`config.mk`:
```
export PLATFORM = sky130hd
export DESIGN_NAME = hazard_stall_unit
export DESIGN_NICKNAME = d
export VERILOG_FILES = /design/src/rtl/hazard_stall_unit.sv
export SDC_FILE = /design/constraint.sdc
export NUM_CORES = 1
export LEC_CHECK = 0
export ABC_AREA = 1
export BUFFER_PORTS_ARGS = -buffer_cell sky130_fd_sc_hd__buf_2
export CAP_MARGIN = 20
export CORE_MARGIN = 2
export CORE_UTILIZATION = 40
export DETAILED_ROUTE_END_ITERATION = 6
export SLEW_MARGIN = 20
export SYNTH_ARGS = -nofsm -noshare
export SYNTH_HDL_FRONTEND = slang
export SYNTH_SLANG_ARGS = --single-unit
```
`constraint.sdc`:
```
create_clock -name clk -period 1.45 [get_ports clk]
set_clock_uncertainty 0.05 [all_clocks]
set_input_delay 0.29 -clock clk [delete_from_list [all_inputs] [get_ports clk]]
set_output_delay 0.29 -clock clk [all_outputs]
set_load 0.1 [all_outputs]
```
`src/rtl/hazard_stall_unit.sv`:
```
// hazard_stall_unit: load-use and slow-memory interlock with a watchdog that aborts hung memory accesses
module hazard_stall_unit #(
  parameter int TIMEOUT = 8
) (
  input  logic        clk,
  input  logic        rst,
  input  logic        id_valid,
  input  logic [3:0]  id_rs1,
  input  logic [3:0]  id_rs2,
  input  logic        id_rs1_en,
  input  logic        id_rs2_en,
  input  logic [3:0]  id_rd,
  input  logic        id_rd_we,
  input  logic        id_is_load,
  input  logic        id_is_store,
  input  logic        mem_ready,
  output logic        stall_if_id,
  output logic        bubble_ex,
  output logic        stall_ex_mem,
  output logic        mem_err,
  output logic [15:0] pend_mask
);
  typedef enum logic [1:0] {RUN, MEMWAIT, ERR} state_t;
  state_t state, state_nx;
  logic [7:0] wait_cnt, wait_cnt_nx;
  logic ex_v, ex_ld, mem_v, mem_ld;
  logic [3:0] ex_rd, mem_rd;
  logic mem_stall, hazard;
  always_comb begin
    mem_stall = mem_v & ~mem_ready & (state != ERR);
    hazard = id_valid & ex_ld & (state != ERR) &
             ((id_rs1_en & (id_rs1 == ex_rd)) | (id_rs2_en & (id_rs2 == ex_rd)));
    stall_ex_mem = mem_stall;
    bubble_ex = hazard & ~mem_stall;
    stall_if_id = mem_stall | hazard;
    mem_err = state == ERR;
    pend_mask = (16'(ex_ld) << ex_rd) | (16'(mem_ld) << mem_rd);
    state_nx = state;
    wait_cnt_nx = 8'd0;
    // wait_cnt counts stalled cycles so far; the first one is spent in RUN
    case (state)
      RUN: if (mem_v & ~mem_ready) begin
        state_nx = MEMWAIT;
        wait_cnt_nx = 8'd1;
      end
      MEMWAIT: if (mem_ready) state_nx = RUN;
        else if (wait_cnt == 8'(TIMEOUT - 1)) state_nx = ERR;
        else wait_cnt_nx = wait_cnt + 8'd1;
      default: state_nx = RUN;
    endcase
  end
  always_ff @(posedge clk or posedge rst) begin
    if (rst) begin
      state <= RUN;
      wait_cnt <= 8'd0;
      ex_v <= 1'b0;
      ex_ld <= 1'b0;
      ex_rd <= 4'd0;
      mem_v <= 1'b0;
      mem_ld <= 1'b0;
      mem_rd <= 4'd0;
    end else begin
      state <= state_nx;
      wait_cnt <= wait_cnt_nx;
      if (!mem_stall) begin
        mem_v <= ex_v;
        mem_ld <= ex_ld;
        mem_rd <= ex_rd;
        ex_v <= ~bubble_ex & id_valid & (id_is_load | id_is_store);
        ex_ld <= ~bubble_ex & id_valid & id_is_load & id_rd_we;
        ex_rd <= id_rd;
      end
    end
  end
endmodule
```
==> results.sh, run 1 <==
export IMPL_failing_checks="setup timing"
export IMPL_synth_simple_gate_area_share_pct=31.10
export IMPL_fin_crit_sh_pct=136.3
export IMPL_die_x_um=61.61
export IMPL_post_dp_cell_area_um2=2345
export IMPL_cts_buffers=3
export IMPL_synth_most_common_cell="nand2_1"
export IMPL_synth_compound_area_share_pct=13.85
export IMPL_via_count_of_the_first_global_routing_pass=1480
export IMPL_report_final_hold_viol_count=0
export IMPL_synth_cells=184
export IMPL_finalWeightedCongestion=0.8096
export IMPL_achievable_frequency_mhz=505.9
export IMPL_dieArea_um2=3796
export IMPL_design_area_final_um2=2582
export IMPL_synth_adder_area_share_pct=0.9425
export IMPL_rsz0062_at_grt="true"
export IMPL_synthTopCellsByCount="46 x nand2_1, 23 x inv_1, 22 x dfrtp_1"
export IMPL_buffer_ports_inserted=40
export IMPL_max_cap_viol_count=0
export IMPL_worst_slew_pin_transition_ns=0.2931
export IMPL_synth_warning_count=0
export IMPL_synthDominantCellAreaShare_pct=41.47
export IMPL_cts_sinks=22
export IMPL_clk_transition_reported_paths_ns=0.12
export IMPL_root_cell_of_the_clock_tree="clkbuf_4"
export IMPL_layout_area_overhead_vs_synth_pct=94.53
export IMPL_via_per_inst=5.051
export IMPL_outcome="finished, violations left"
export IMPL_setup_worst_path_end_class="output port"
export IMPL_synthesis_nets=206
export IMPL_dominantRegCellSynth="dfrtp_1"
export IMPL_detail_route_iter0_violations=37
export IMPL_layout_setup_ws_ns=-0.5269
export IMPL_synth_cell_types=26
export IMPL_core_area_um2=3103
export IMPL_drt_pass1_iterations=5
export IMPL_rows=20
export IMPL_synth_largest_area_cell="dfrtp_1"
export IMPL_via_count=1495
export IMPL_synthMuxAreaShare_pct=0
export IMPL_pre_cts_slack_ns=-0.1974
export IMPL_antenna_violating_nets_post_route=0
export IMPL_globalRouteTotalUtil_pct=22.72
export IMPL_setup_violations=20
export IMPL_netlist_area_before_placement_um2=1328
export IMPL_grt_pass1_wl_mm=6.541
export IMPL_synth_edf_count=0
export IMPL_worstSetupPathType="flop to output port"
export IMPL_post_route_util_pct=83.23
export IMPL_ys_seq_area_share_pct=41.47
export IMPL_grt_start_max_net_pins=23
export IMPL_ctsHtreeMaxLevel=1
export IMPL_synth_async_sr_flop_share_pct=100.0
export IMPL_worst_hold_slack_ns=0.1355
export IMPL_num_io_pins=41
export IMPL_final_layout_size_suffix_gt1_share_pct=53.97
export IMPL_detailedPlacementHpwl_mm=2.909
export IMPL_timing_critical_path_from_type="flop"
export IMPL_synth_top_family_by_area="simple AND/OR/NAND/NOR gates"
export IMPL_clk_insertion_delay_late_ns=0.31
export IMPL_drt_wirelength_per_cell_um=13.46
export IMPL_grt_antenna_before_repair=0
export IMPL_required_ns=1.11
export IMPL_max_clock_path_buffers=2
export IMPL_power_density_nw_per_um2=1101
export IMPL_synth_top_area_cells="dfrtp_1 41%, nand2_1 13%, o22ai_1 7.5%, inv_1 6.5%, nand3_1 4.9%"
export IMPL_initial_core_utilization_pct=42.78
export IMPL_chipHeight_um=61.61
export IMPL_synthesis_area_per_instance_um2=7.215
export IMPL_timing_final_crit_period_ns=1.977
export IMPL_hp_class="input pin to flop"
export IMPL_n_antenna_cell=0
export IMPL_power_ir_vdd_worst_mv=0.9773
export IMPL_detail_route_wirelength_mm=3.985
export IMPL_critPathMaxFanout=4
export IMPL_arrival_ns=1.64
export IMPL_drc=0
export IMPL_final_max_slew_viol_count=0
export IMPL_gr_total_overflow=0
export IMPL_synth_ff_latch_count=22
export IMPL_nNetsFinal=275
export IMPL_tritoncts_clock_tree="done"
export IMPL_timing_max_slew_rel_slack_pct=80.46
export IMPL_power_leakage_nw=1.102
export IMPL_yosys_area_share_xor_xnor_pct=2.639
## flip-flops by register name, summed over array words and instances, names as in the netlist
register	cells
mem_v	1
state	2
ex_rd	4
mem_ld	1
mem_rd	4
wait_cnt	8
ex_ld	1
ex_v	1
## kinds of logic after synthesis
kind of cell | after synthesis
compound gates | 32
simple gates | 94
xor+xnor | 4
fa+ha+maj | 1
flops | 22
buf+inv | 31
## metrics by stage
stage / total power, mW / TNS [ns] / instances
after detailed placement: 2.234 / -2.348 / 283
final: 2.844 / -8.967 / 296
after CTS: 2.785 / -8.657 / 292
after global routing: 3.001 / -10.84 / 296
after floorplan: 1.760 / -5.546 / 184
after global placement: 2.202 / -1.972 / 283
## final cells by class
class	count	area [µm²]
Sequential cell	22	551.8
Tap cell	44	55.05
Multi-Input combinational cell	131	1061
Inverter	25	101.3
Timing Repair Buffer	70	760.7
Clock buffer	3	22.52
Fill cell	198	520.5
Clock inverter	1	30.03
## report_power, final
part	switching, mW	total (mW)	internal (mW)
sequential	0.120	0.836	0.716
combinational	0.942	1.54	0.597
clock	0.190	0.469	0.279
## layer usage
metal	vias to the layer above	GRT usage [%]	routed length, µm
li1	745	-	-
met1	709	28.07	1613
met2	35	42.71	2183
met3	6	3.571	132
met4	0	2.432	56
met5	-	0	0
## cell usage in the layout (no fill, tap or decap), types with 3 or more instances in the layout
master / instances
nand3_1: 5
nor3_4: 4
inv_1: 17
a21oi_1: 3
inv_4: 3
dfrtp_1: 21
o22ai_4: 16
clkbuf_4: 3
nor2_1: 13
inv_2: 5
nand2_2: 11
buf_2: 20
buf_12: 22
xnor2_1: 3
nand3_2: 6
o21ai_0: 11
nand2_1: 35
nor2_4: 5
buf_4: 25
## critical path: stages, from the launching register on
cell and delay [ns]:
dfrtp_1 0.42, buf_4 0.15, nor2_4 0.15, buf_4 0.15
nand3_4 0.09, o22ai_4 0.18, buf_12 0.20
## final timing paths
path	startpoint	to	slack, ns	depth (start not counted)
max	ex_rd[0]	pend_mask[2]	-0.53	6
max reg2reg	wait_cnt[0]	wait_cnt[6]	0.09	7
min reg2reg	ex_v	mem_v	0.44	1
min	id_rd[0]	ex_rd[0]	0.14	3
min in group asynchronous	rst	state[1]	0.49	4
max in group asynchronous	rst	ex_rd[1]	0.62	4
## repair_timing
| action | in CTS | in global routing |
|---|---|---|
| endpoints found under the hold margin | 22 | 0 |
| cloned | 0 | 0 |
| pin swaps | 10 | 5 |
| hold buffers | 1 | 0 |
| endpoints found under the setup margin | 21 | 24 |
| resized for setup | 13 | 17 |
| setup buffers | 5 | 4 |
(Power assumes the default switching activity.)
==> inputs of run 2 (changes only) <==
- TNS_END_PERCENT: default -> 30
==> run 2 against run 1 <==
- sequential power shrank 0.8%
- non-clock buffer count is 5 lower
- the run still ends with setup timing left
- critical path depth down 1
- global-route usage is 0.87 points lower
- design area decreased by 5.8%
- clock power decreased by 2%
==> results.sh, run 2 (synthesis gave the netlist of run 1 again) <==
export IMPL_flop2flop_setup_slack_ns=0.03
export IMPL_max_flop_register="wait_cnt"
export IMPL_num_io_pins=41
export IMPL_nFillCells=232
export IMPL_clk_insertion_delay_late_ns=0.30
export IMPL_power_ir_vdd_worst_mv=0.9816
export IMPL_outcome="finished, violations left"
export IMPL_setup_violations=20
export IMPL_slowest_delay_ns=0.43
export IMPL_finalWeightedCongestion=0.7585
export IMPL_design_area_final_um2=2434
export IMPL_report_final_hold_viol_count=0
export IMPL_final_layout_size_suffix_gt1_share_pct=49.39
export IMPL_layout_setup_ws_ns=-0.5215
export IMPL_layout_top_registers="wait_cnt (8), ex_rd (4), mem_rd (4)"
export IMPL_timing_final_crit_period_ns=1.971
export IMPL_pre_cts_slack_ns=-0.2195
export IMPL_met2_length_mm=1.969
export IMPL_chipHeight_um=61.61
export IMPL_power_density_nw_per_um2=1098
export IMPL_required_ns=1.11
export IMPL_hp_class="input pin to flop"
export IMPL_post_dp_cell_area_um2=2248
export IMPL_top_layer="met3"
export IMPL_detail_route_iter0_violations=26
export IMPL_fin_crit_sh_pct=136.0
export IMPL_globalRouteTotalUtil_pct=21.86
export IMPL_failing_checks="setup timing"
export IMPL_rows=20
export IMPL_antenna_violating_nets_post_route=0
export IMPL_r2r_start="ex_rd[0]"
export IMPL_setup_tns_ns=-8.571
export IMPL_drt_wirelength_per_cell_um=12.30
export IMPL_worst_slew_pin_transition_ns=0.3222
export IMPL_worstSetupPathType="flop to output port"
export IMPL_gr_total_overflow=0
export IMPL_n_antenna_cell=0
export IMPL_final_max_slew_viol_count=0
export IMPL_flip_flop_count_of_the_largest_register_after_layout=8
export IMPL_grt_start_max_net_pins=23
export IMPL_timing_max_slew_rel_slack_pct=78.35
export IMPL_met1_length_mm=1.497
export IMPL_detail_route_wirelength_mm=3.578
export IMPL_worstHoldStart="id_rd[1]"
export IMPL_via_per_inst=4.808
export IMPL_timing_reg2reg_worst_path_depth=9
export IMPL_detailedPlacementHpwl_mm=2.967
export IMPL_die_x_um=61.61
export IMPL_arrival_ns=1.63
export IMPL_hold_path_cell_count=3
export IMPL_cp_cell_sequence="buf_4 > nor2_4 > nand3_2 > o22ai_2 > buf_12"
export IMPL_tritoncts_clock_tree="done"
export IMPL_initial_core_utilization_pct=42.78
export IMPL_drc=0
export IMPL_timing_critical_path_slowest_stage_cell="dfrtp_1"
export IMPL_max_cap_viol_count=0
export IMPL_buffer_ports_inserted=40
export IMPL_setup_worst_path_end_class="output port"
export IMPL_cts_buffers=3
export IMPL_cts_sinks=22
export IMPL_achievable_frequency_mhz=507.2
export IMPL_drt_pass1_iterations=4
export IMPL_min_delay_worst_endpoint="ex_rd[1]"
export IMPL_ctsHtreeMaxLevel=1
export IMPL_rsz0062_at_grt="true"
export IMPL_via_count=1399
export IMPL_nNetsFinal=270
export IMPL_grt_antenna_before_repair=0
export IMPL_max_clock_path_buffers=2
export IMPL_worstReg2RegEnd="ex_v"
export IMPL_power_leakage_nw=1.050
export IMPL_final_cell_mix="39 x nand2_1, 24 x buf_4, 20 x dfrtp_1, 20 x buf_2, 20 x buf_12"
export IMPL_layout_cells_most_common="nand2_1"
export IMPL_timing_critical_path_from_type="flop"
export IMPL_layout_area_overhead_vs_synth_pct=83.32
export IMPL_met3RoutedLength_um=111
export IMPL_via_count_of_the_first_global_routing_pass=1420
export IMPL_grt_pass1_wl_mm=6.251
export IMPL_critPathMaxFanout=4
export IMPL_root_cell_of_the_clock_tree="clkbuf_4"
export IMPL_clk_transition_reported_paths_ns=0.11
export IMPL_dieArea_um2=3796
export IMPL_core_area_um2=3103
-- run 2: changes by cell type in the layout (fill, tap and decap cells not counted), sizes merged --
cell	previous run	this run
buf	69	64
-- run 2: worst max path at each step --
stage                     startpoint  slack [ns]           end
after floorplan             state[1]       -0.61     bubble_ex
after CTS                   ex_rd[0]       -0.52  pend_mask[6]
after detailed placement    ex_rd[0]       -0.22  pend_mask[3]
after global routing        ex_rd[0]       -0.63     bubble_ex
after global placement      ex_rd[0]       -0.17     bubble_ex
final                       ex_rd[0]       -0.52  pend_mask[6]
-- run 2: critical path, delay by kind of cell, from the launching register on --
family / cells / cell delay, ns
simple gates: 2 / 0.32
flops: 1 / 0.43
buf+inv: 2 / 0.35
compound gates: 1 / 0.23
-- run 2: area by class of cell --
cell class	instances	area, µm²	area share [%]
well taps	44	55.05	2.262
clock inverters	1	30.03	1.234
clock buffers	3	22.52	0.9255
multi-input cells	131	980.9	40.31
repair buffers	65	690.7	28.38
inverters	25	101.3	4.165
flip-flops and latches	22	553.0	22.72
-- run 2: what timing repair did --
action | CTS | global route
buffers inserted | 3 | 1
resized for setup | 11 | 11
hold buffers | 1 | 0
endpoints found under the setup margin | 20 | 27
cloned | 0 | 0
pin swaps | 2 | 0
hold endpoints to repair | 22 | 0
-- run 2: power by group --
| part | internal, mW | switching, mW |
|---|---|---|
| sequential | 0.718 | 0.111 |
| clock | 0.279 | 0.181 |
| combinational | 0.514 | 0.870 |
| total | 1.51 | 1.16 |
-- run 2: routing by layer --
metal	global-route usage [%]	vias up
met1	26.89	637
met2	39.85	25
met3	4.832	0
met5	0	-
met4	3.040	0
li1	-	737
-- run 2: stage by stage --
step | utilization [%] | hold WS (ns) | instances | total power, mW
after detailed placement | 72.46 | 0.2893 | 282 | 2.127
after floorplan | - | 0.2292 | 184 | 1.693
final | 78.43 | 0.1397 | 291 | 2.673
after CTS | 76.45 | 0.1272 | 290 | 2.648
after global placement | 72.46 | 0.2781 | 282 | 2.091
after global routing | 78.43 | 0.1231 | 291 | 2.831
